--- src/rtl/cbus_rr_arbiter_pkg.sv ---
// cbus_rr_arbiter_pkg: shared CBus request/response types and index-width helper
package cbus_rr_arbiter_pkg;
    typedef enum logic [1:0] {MSIZE1, MSIZE2, MSIZE4, MSIZE8} cbus_size_t;
    typedef enum logic [3:0] {LEN1 = 4'd0, LEN2 = 4'd1, LEN4 = 4'd3, LEN8 = 4'd7, LEN16 = 4'd15} cbus_len_t;
    typedef enum logic [1:0] {BURST_FIXED, BURST_INCR, BURST_WRAP} cbus_burst_t;
    typedef struct packed {
        logic        valid;
        logic        is_write;
        logic [31:0] addr;
        cbus_size_t  size;
        cbus_len_t   len;
        cbus_burst_t burst;
        logic [31:0] data;
        logic [3:0]  strobe;
    } cbus_req_t;
    typedef struct packed {
        logic        ready;
        logic        last;
        logic [31:0] data;
    } cbus_resp_t;
    function automatic int idx_width(int n);
        return n > 1 ? $clog2(n) : 1;
    endfunction
endpackage

--- src/rtl/cbus_rr_arbiter_rr_pick.sv ---
// rr_pick: combinational rotating-priority picker, first valid index after last
module rr_pick
    import cbus_rr_arbiter_pkg::*;
#(
    parameter int N = 2,
    localparam int IW = idx_width(N)
) (
    input  logic [N-1:0]  valid,
    input  logic [IW-1:0] last,
    output logic          any,
    output logic [IW-1:0] index
);
    logic [IW-1:0] j;
    always_comb begin
        any = |valid;
        index = '0;
        j = '0;
        // scanning downward lets the nearest index after last overwrite farther ones
        for (int k = N; k >= 1; k--) begin
            j = IW'((int'(last) + k) % N);
            index = valid[j] ? j : index;
        end
    end
endmodule

--- src/rtl/cbus_rr_arbiter.sv ---
// cbus_rr_arbiter: round-robin merge of CBus masters onto one port, grant held for a whole transaction
module cbus_rr_arbiter
    import cbus_rr_arbiter_pkg::*;
#(
    parameter int NUM_INPUTS = 2,
    localparam int IW = idx_width(NUM_INPUTS)
) (
    input  logic            clk,
    input  logic            reset,
    input  cbus_req_t       ireqs [NUM_INPUTS],
    output cbus_resp_t      iresps [NUM_INPUTS],
    output cbus_req_t       oreq,
    input  cbus_resp_t      oresp,
    output logic            busy,
    output logic [IW-1:0]   grant
);
    typedef enum logic {IDLE, BUSY} state_t;
    state_t state, state_next;
    logic [NUM_INPUTS-1:0] vmask;
    logic [IW-1:0] last_idx, pick_idx;
    logic pick_any, done;

    rr_pick #(.N(NUM_INPUTS)) u_pick (
        .valid(vmask),
        .last(last_idx),
        .any(pick_any),
        .index(pick_idx)
    );

    assign busy = state == BUSY;
    assign done = busy && oresp.ready && oresp.last;

    always_comb begin
        state_next = busy ? (done ? IDLE : BUSY) : (pick_any ? BUSY : IDLE);
        oreq = busy ? ireqs[grant] : '0;
        for (int i = 0; i < NUM_INPUTS; i++) begin
            vmask[i] = ireqs[i].valid;
            iresps[i] = (busy && grant == IW'(i)) ? oresp : '0;
        end
    end

    // last starts at the top index so that index 0 wins the first pick
    always_ff @(posedge clk or posedge reset) begin
        if (reset) begin
            state <= IDLE;
            grant <= '0;
            last_idx <= IW'(NUM_INPUTS - 1);
        end else begin
            state <= state_next;
            if (!busy && pick_any)
                grant <= pick_idx;
            if (done)
                last_idx <= grant;
        end
    end
endmodule

--- config.mk ---
export PLATFORM = sky130hd
export DESIGN_NAME = cbus_rr_arbiter
export DESIGN_NICKNAME = d
export VERILOG_FILES = /design/src/rtl/cbus_rr_arbiter_pkg.sv /design/src/rtl/cbus_rr_arbiter_rr_pick.sv /design/src/rtl/cbus_rr_arbiter.sv
export SDC_FILE = /design/constraint.sdc
export NUM_CORES = 1
export LEC_CHECK = 0
export CAP_MARGIN = 20
export CORE_AREA = 2 2 131 133
export CTS_BUF_LIST = sky130_fd_sc_hd__clkbuf_8
export DETAILED_ROUTE_END_ITERATION = 6
export DIE_AREA = 0 0 133 135
export GPL_TIMING_DRIVEN = 1
export PLACE_DENSITY = 0.48
export SLEW_MARGIN = 25
export SYNTH_ARGS = -nofsm -noshare
export SYNTH_HDL_FRONTEND = slang
export SYNTH_HIERARCHICAL = 1
export SYNTH_SLANG_ARGS = --single-unit
--- constraint.sdc ---
create_clock -name clk -period 2.05 [get_ports clk]
set_input_delay 0.615 -clock clk [delete_from_list [all_inputs] [get_ports clk]]
set_output_delay 0.615 -clock clk [all_outputs]
set_load 0.05 [all_outputs]
Word-level counts from Yosys, hierarchy flattened. Index checks and enable logic that the tools add are counted.

Register bits: 3. Bits of input ports: 192. Output and inout port bits: 148.

Add/subtract/negate cells: 2. Order comparisons: 3. Multiplexer cells: 15. Bitwise operators: 2. Reduce and logical (&&, ||, !) cells: 7.

Operator list (count): 78-bit two-way mux (4); 34-bit two-way mux (2); 1-bit two-way mux (9); 1-bit logical AND (5); 1-bit by 2-bit < comparator with 1-bit output (second input constant) (2); 1-bit adder (second input constant) (2); 2-bit greater-or-equal comparator (second input constant) (1); 1-bit NOT with 2-bit output (1); 2-bit OR reduction (1); 1-bit zero test (1); 1-bit NOT (1).

Depth between registers and ports, before layout.
Depth in word-level cells: 5. Mapped depth: 5. Depth with buffers taken out: 3.

Hierarchy. The synthesis kept the hierarchy.

By module, submodules not included: cbus_rr_arbiter (times used 1, cells an instance 262, area an instance 2029.4 um^2); rr_pick (times used 1, cells an instance 2, area an instance 13.8 um^2).

Worst setup path after synthesis. OpenSTA, ideal clock, no wires.

Path kind: flip-flop to output port. From: register grant. To: output oreq[46] in the netlist's numbering. Arrival: 1.925 ns. Required time: 1.435 ns. Setup slack: -0.490 ns. Cell stages (with the launch flop): 6. Buffers on the path: 3. Path through: dfrtp_1 -> buf_4 -> buf_8 -> buf_12 -> mux2i_1 -> nor2b_1.

RTL lines: start, declared (RTL line cbus_rr_arbiter.sv:15) `output logic [IW-1:0] grant`; start signal, assigned (RTL line cbus_rr_arbiter.sv:51) `grant <= pick_idx;`; end, declared (RTL line cbus_rr_arbiter.sv:12) `output cbus_req_t oreq,`.

==> impl_metrics.toml <==
[floorplanning]
start_util_pct = 12.5
die_area_um2 = 18000
die_h_um = 135
io-pin-count = 340
core_um2 = 16400
rows = 47
chipWidth_um = 133

[detailed_routing]
vias = 3273
first_pass_iters = 4
drc = 0
vias_per_cell = 4.01
drt_iter0_markers = 54
routedWlPerCell_um = 17.1
finalWirelength_mm = 14.0
ant_nets = 0

[synthesis]
yosysSeqAreaShare_pct = 3.74
synthesis.area_um2 = 2040
synth.mux.area_fraction_pct = 39.3
ys_types = 20
postSynthCellCount = 264
synth_top_family_by_area = "simple AND/OR/NAND/NOR gates"
synth_compound_area_share_pct = 0.735
syn_avg_cell_area_um2 = 7.74
ys_seq_elements = 3
synth_xor_area_share_pct = 0
synth_simple_gate_area_share_pct = 46.2
syn-num-nets = 456
synth-adder-area-share_pct = 0
yosys_warnings = 6

[sta]
slew_violations = 0
slew_headroom_pct = 81.8
fin_ws_ns = -0.133
setup_viol = 112
hold_viol = 0
worst_pin_slew_ns = 0.268
fin_skew_ns = 0.00238
rsz0062_at_grt = "true"
fin_crit_sh_pct = 106
min_period_ns = 2.18
timing.fmax_mhz = 458

[grt]
grt_overflow = 0
grtUsageTotal_pct = 14.7
grt_pass1_wl_mm = 20.7
first_global_vias = 3493
grt_max_degree = 64
antenna_found_initial = 0

[power_and_ir_drop]
p_switching_uw = 3850
power_density_nw_per_um2 = 933
sw_frac_of_total_pct = 48.3
leakage_uw = 0.00381
irDropWorstVdd_uv = 476
finalPower_uw = 7970
p_int_uw = 4120
seqPwrFrac_pct = 1.3
pwr-share-comb_pct = 96.5
p_clk_share_pct = 2.2

[clock_tree]
cts_max_level = 1
clkSlewWorstSetupHoldPaths_ns = 0.03
cts_buffers = 3
clock-sinks = 3
cts-root-buf = "clkbuf_8"
cts_tree = "yes"
clockBufferDepth = 2
insertion_delay_ns = 0.22
cts_hold_buffers = 0

[critical_path]
worstPathArrival_ns = 1.57
crit_path_max_incr_delay_ns = 0.48
crit_path_frequent_cell = "buf_12"
critical_path_required_ns = 1.43
startpoint_type = "register"
path_max_fanout = 11
cp_slowest_cell = "dfrtp_4"
crit_type = "reg2out"
r2r_start = "busy$_DFF_PP0_"
cp-end-kind = "output pin"
startpoint = "grant$_DFFE_PP0P_"
cp_cell_sequence = "buf_12, clkbuf_16, mux2i_4, nor2b_4, buf_12"

[status]
status = "complete, but fails checks"
violations = "negative setup slack"

[placed_design]
preCtsSetupSlack_ns = -0.144
gp_congestion = 0.841
dp_hpwl_mm = 11.6
io_buffers = 339

[final_layout]
nFillCells = 1355
syn2layout_area_growth_pct = 318
nNetsFinal = 789
drive_gt1_share_pct = 60.9
antenna_cells = 0

[job]
max_cap_violations = 0

[worst_hold_path]
hp-class = "in2async"
Yosys cell counts:
| cell type | count | share of area [%] |
|---|---|---|
| mux2_2 | 2 | 1.1 |
| dfrtp_1 | 2 | 2.4 |
| or2_1 | 1 | 0.31 |
| nand3_1 | 1 | 0.24 |
| inv_1 | 1 | 0.18 |
| and3_1 | 34 | 10 |
| and2_1 | 34 | 10 |
| nor2b_4 | 1 | 0.67 |
| clkbuf_1 | 11 | 2.0 |
| nor2b_1 | 79 | 24 |
| buf_6 | 1 | 0.55 |
| mux2i_1 | 78 | 38 |
| clkbuf_2 | 6 | 1.5 |
| a21boi_1 | 1 | 0.37 |
| o21a_1 | 1 | 0.37 |
| buf_2 | 1 | 0.24 |
| dfstp_2 | 1 | 1.3 |
| buf_4 | 5 | 1.8 |
| buf_8 | 1 | 0.73 |
| buf_12 | 3 | 2.9 |
repair_timing:
item / 4_1_cts / 5_1_grt
cloned: 0 / 1
setup endpoints to repair: 146 / 140
gates resized for setup: 97 / 67
setup buffers: 3 / 0
cells in the final DEF, fill, tap and decap left out:
master	synthesis	final
dlymetal6s2s_1	0	18
mux2i_2	0	45
clkdlybuf4s50_1	0	162
mux2i_1	78	7
inv_1	1	2
and3_1	34	1
and3_2	0	10
clkbuf_8	0	3
nor2b_4	1	72
dlygate4sd2_1	0	11
nand3_1	1	1
and2_1	34	27
nor2b_1	79	1
and2_2	0	1
dfrtp_4	0	2
mux2_2	2	2
o21a_1	1	1
mux2i_4	0	26
buf_16	0	2
nor2b_2	0	7
buf_12	3	155
and2_4	0	6
or2_1	1	1
buf_4	5	7
clkbuf_16	0	1
dfstp_2	1	1
and3_4	0	23
a21boi_1	1	1
metal layers:
metal / GRT usage [%] / up-vias / wire length, µm
li1: - / 1558 / -
met3: 4.47 / 9 / 1310
met5: 0 / - / 0
met1: 15.9 / 1506 / 4790
met2: 28.4 / 200 / 7760
met4: 2.33 / 0 / 120
flip-flops by register name, indices dropped and copies added (netlist names):
signal / cells
last_idx: 1
grant: 1
busy: 1
area by class of cell:
class	count	area (µm²)	area share, %
Tap cell	220	275	3.22
Inverter	1	3.75	0.0440
Clock buffer	3	41.3	0.484
Clock inverter	1	3.75	0.0440
Sequential cell	3	83.8	0.982
Multi-Input combinational cell	232	2950	34.6
Timing Repair Buffer	356	5180	60.7
cells by family after synthesis:
kind of cell / Yosys count
AOI/OAI and AO/OA: 2
buffers and inverters: 29
DFF: 3
muxes: 80
and+or+nand+nor: 150
power by group through the flow:
stage	Combinational (µW)	Clock [µW]	Sequential [µW]
6_report	7690	175	105
2_1_floorplan	3730	0	127
5_1_grt	7940	182	108
3_3_place_gp	6910	0	145
3_5_place_dp	6940	0	147
4_1_cts	7440	179	105
per-stage QoR:
| step | TNS [ns] | cells | area [µm²] | hold WS, ns | util (%) |
|---|---|---|---|---|---|
| 6_report | -9.83 | 816 | 8540 | 0.574 | 52.0 |
| 5_1_grt | -15.27 | 816 | 8540 | 0.621 | 52.0 |
| 4_1_cts | -10.54 | 815 | 8180 | 0.574 | 49.9 |
| 3_5_place_dp | -4.94 | 810 | 7780 | 0.628 | 47.4 |
| 3_3_place_gp | -4.14 | 810 | 7780 | 0.612 | 47.4 |
| 2_1_floorplan | 0 | 264 | 2640 | 0.368 | - |
critical path, delay by kind of cell, from the launching register on:
| family | cells | cell delay, ns |
|---|---|---|
| muxes | 1 | 0.21 |
| buffers and inverters | 3 | 0.50 |
| and+or+nand+nor | 1 | 0.14 |
| DFF | 1 | 0.48 |
path summary, 6_finish.rpt:
path | endpoint | slack (ns) | depth (start not counted)
max | oreq[52] | -0.13 | 5
min | grant$_DFFE_PP0P_ | 0.57 | 2
max reg2reg | grant$_DFFE_PP0P_ | 0.68 | 3
min reg2reg | last_idx$_DFFE_PP1P_ | 0.63 | 1
max in group asynchronous | last_idx$_DFFE_PP1P_ | 1.26 | 2
min in group clk | last_idx$_DFFE_PP1P_ | 0.63 | 1
Power figures use the tool's default switching activity.
==> patch: new RTL, same flow settings <==
Reset style: synchronous (`reset`), changed in one clocked block.
--- a/src/rtl/cbus_rr_arbiter.sv
+++ b/src/rtl/cbus_rr_arbiter.sv
@@ -41,5 +41,5 @@
 
     // last starts at the top index so that index 0 wins the first pick
-    always_ff @(posedge clk or posedge reset) begin
+    always_ff @(posedge clk) begin
         if (reset) begin
             state <= IDLE;
Formal check against the unedited RTL: differs if reset is asserted again (counterexample within 4 cycles, from zero or initial values and one cycle with reset high); with reset held inactive, the same outputs for 10 cycles.
==> patch against the original RTL <==
- the run still ends with setup timing left
- first-iteration DRC count is 3.7% lower
- die area unchanged
- non-clock buffer count is 28 higher
- cell count increased by 3.8%
- sequential cell count stayed put
- design area rose by 2.9%
- setup slack got worse by 20 ps
- via count grew 2.3%
- wire length increased by 4.1%
- synthesized area fell by 0.37%
- critical endpoint is now iresps[49]
Power is not compared: it rests on default switching activity, and its combinational part moved more than twofold at a synthesized area within 25%.
==> patch: results (changes against the original RTL) <==
Fill cells -> 1413 (+4.3%)
worst r2r path cells -> 5 (+2)
placed insts -> 816 (+0.74%)
GPL Wtd Cong -> 0.793 (-5.7%)
Synth top cells by count -> mux2i_1, nor2b_1, and2_1, and3_1, and2b_1
crit path max fanout -> 6 (-5)
DPL Wire Length -> 11.6 mm (-0.58%)
largest net degree at the start of global routing -> 53 (-17%)
r2r setup slk -> 960 ps (+280 ps)
fin cells -> 847 (+3.8%)
total negative slack -> -7300 ps (+2530 ps)
clock skew -> 1.08 ps (-1.30 ps)
post-synthesis compound-gate area fraction -> 0.860% (+0.13 points)
via count -> 3349 (+2.3%)
failing checks -> setup timing
Main synth FF type -> dfxtp_1
CTS clk-pin slew, worst paths -> 30 ps (about the same)
XOR/XNOR Fraction of Synth Area -> 0% (unchanged)
Worst Slack Setup Final -> -153 ps (-20.2 ps)
Synth area leaders -> mux2i_1, nor2b_1, and2_1, and3_1, and2b_1
First DRT Iteration DRCs -> 52 (-3.7%)
DP Area -> 0.00765 mm^2 (-1.6%)
Gates resized, CTS repair -> 248 (+160%)
TritonRoute pass-1 iters -> 3 (-1)
most numerous cell in the Yosys netlist -> mux2i_1
clk root buf -> clkbuf_8
Setup crit end -> iresps[49]
pre-CTS WS -> -355 ps (-211 ps)
Syn Nets -> 459 (+0.66%)
vias in the first global route -> 3594 (+2.9%)
outcome -> finished, violations left
setup violators final -> 93 (-17%)
share of cells above drive strength 1 -> 60.9% (about the same)
distinct cell type count after synthesis -> 19 (-5.0%)
H-tree levels -> 1 (unchanged)
cell count after synthesis -> 267 (+1.1%)
post-CTS setup buffers -> 9 (+6)
register area share after synthesis -> 2.95% (-0.79 points)
total global-route track usage -> 15.0% (+0.29 points)
ys async rst share -> 0% (-100 points)
WL/cell -> 17.2 um (+0.26%)
CP arrival -> 1590 ps (+20 ps)
post-synthesis mux area share -> 38.8% (-0.47 points)
Slew HR -> 81.9% (+0.11 points)
Worst R2R End -> last_idx$_SDFFE_PP1P_
first-pass GRT wire length -> 20.9 mm (+1.1%)
CP Launch Point -> grant$_SDFFE_PP0P_
tightest hold margin -> 515 ps (-59.2 ps)
[patch: power breakdown]
| part | internal [mW] | switching [mW] | total (mW) |
|---|---|---|---|
| logic | 1.38 | 1.19 | 2.57 |
| clock network | 0.128 | 0.0396 | 0.167 |
| registers | 0.0621 | 0.00525 | 0.0673 |
[patch: final cells by class]
type | count | area (um^2) | area share [%]
Tap cell | 220 | 275 | 3.13
Clock buffer | 3 | 41.3 | 0.470
Multi-Input combinational cell | 236 | 2920 | 33.3
Clock inverter | 1 | 3.75 | 0.0427
Sequential cell | 3 | 67.6 | 0.769
Timing Repair Buffer | 384 | 5480 | 62.3
[patch: metal layers]
metal	wire (um)	vias up	global-route usage, %
li1	-	1623	-
met1	4990	1533	15.6
met2	8310	191	30.7
met3	1210	2	3.64
met4	42	0	1.79
met5	0	-	0
[patch: critical path, stage by stage, from the launching register on]
cell       delay, ps
dfxtp_4          350
buf_8            150
buf_6            120
nor2b_4          160
buf_6            170
clkbuf_16        150
and2_4           150
buf_12           130
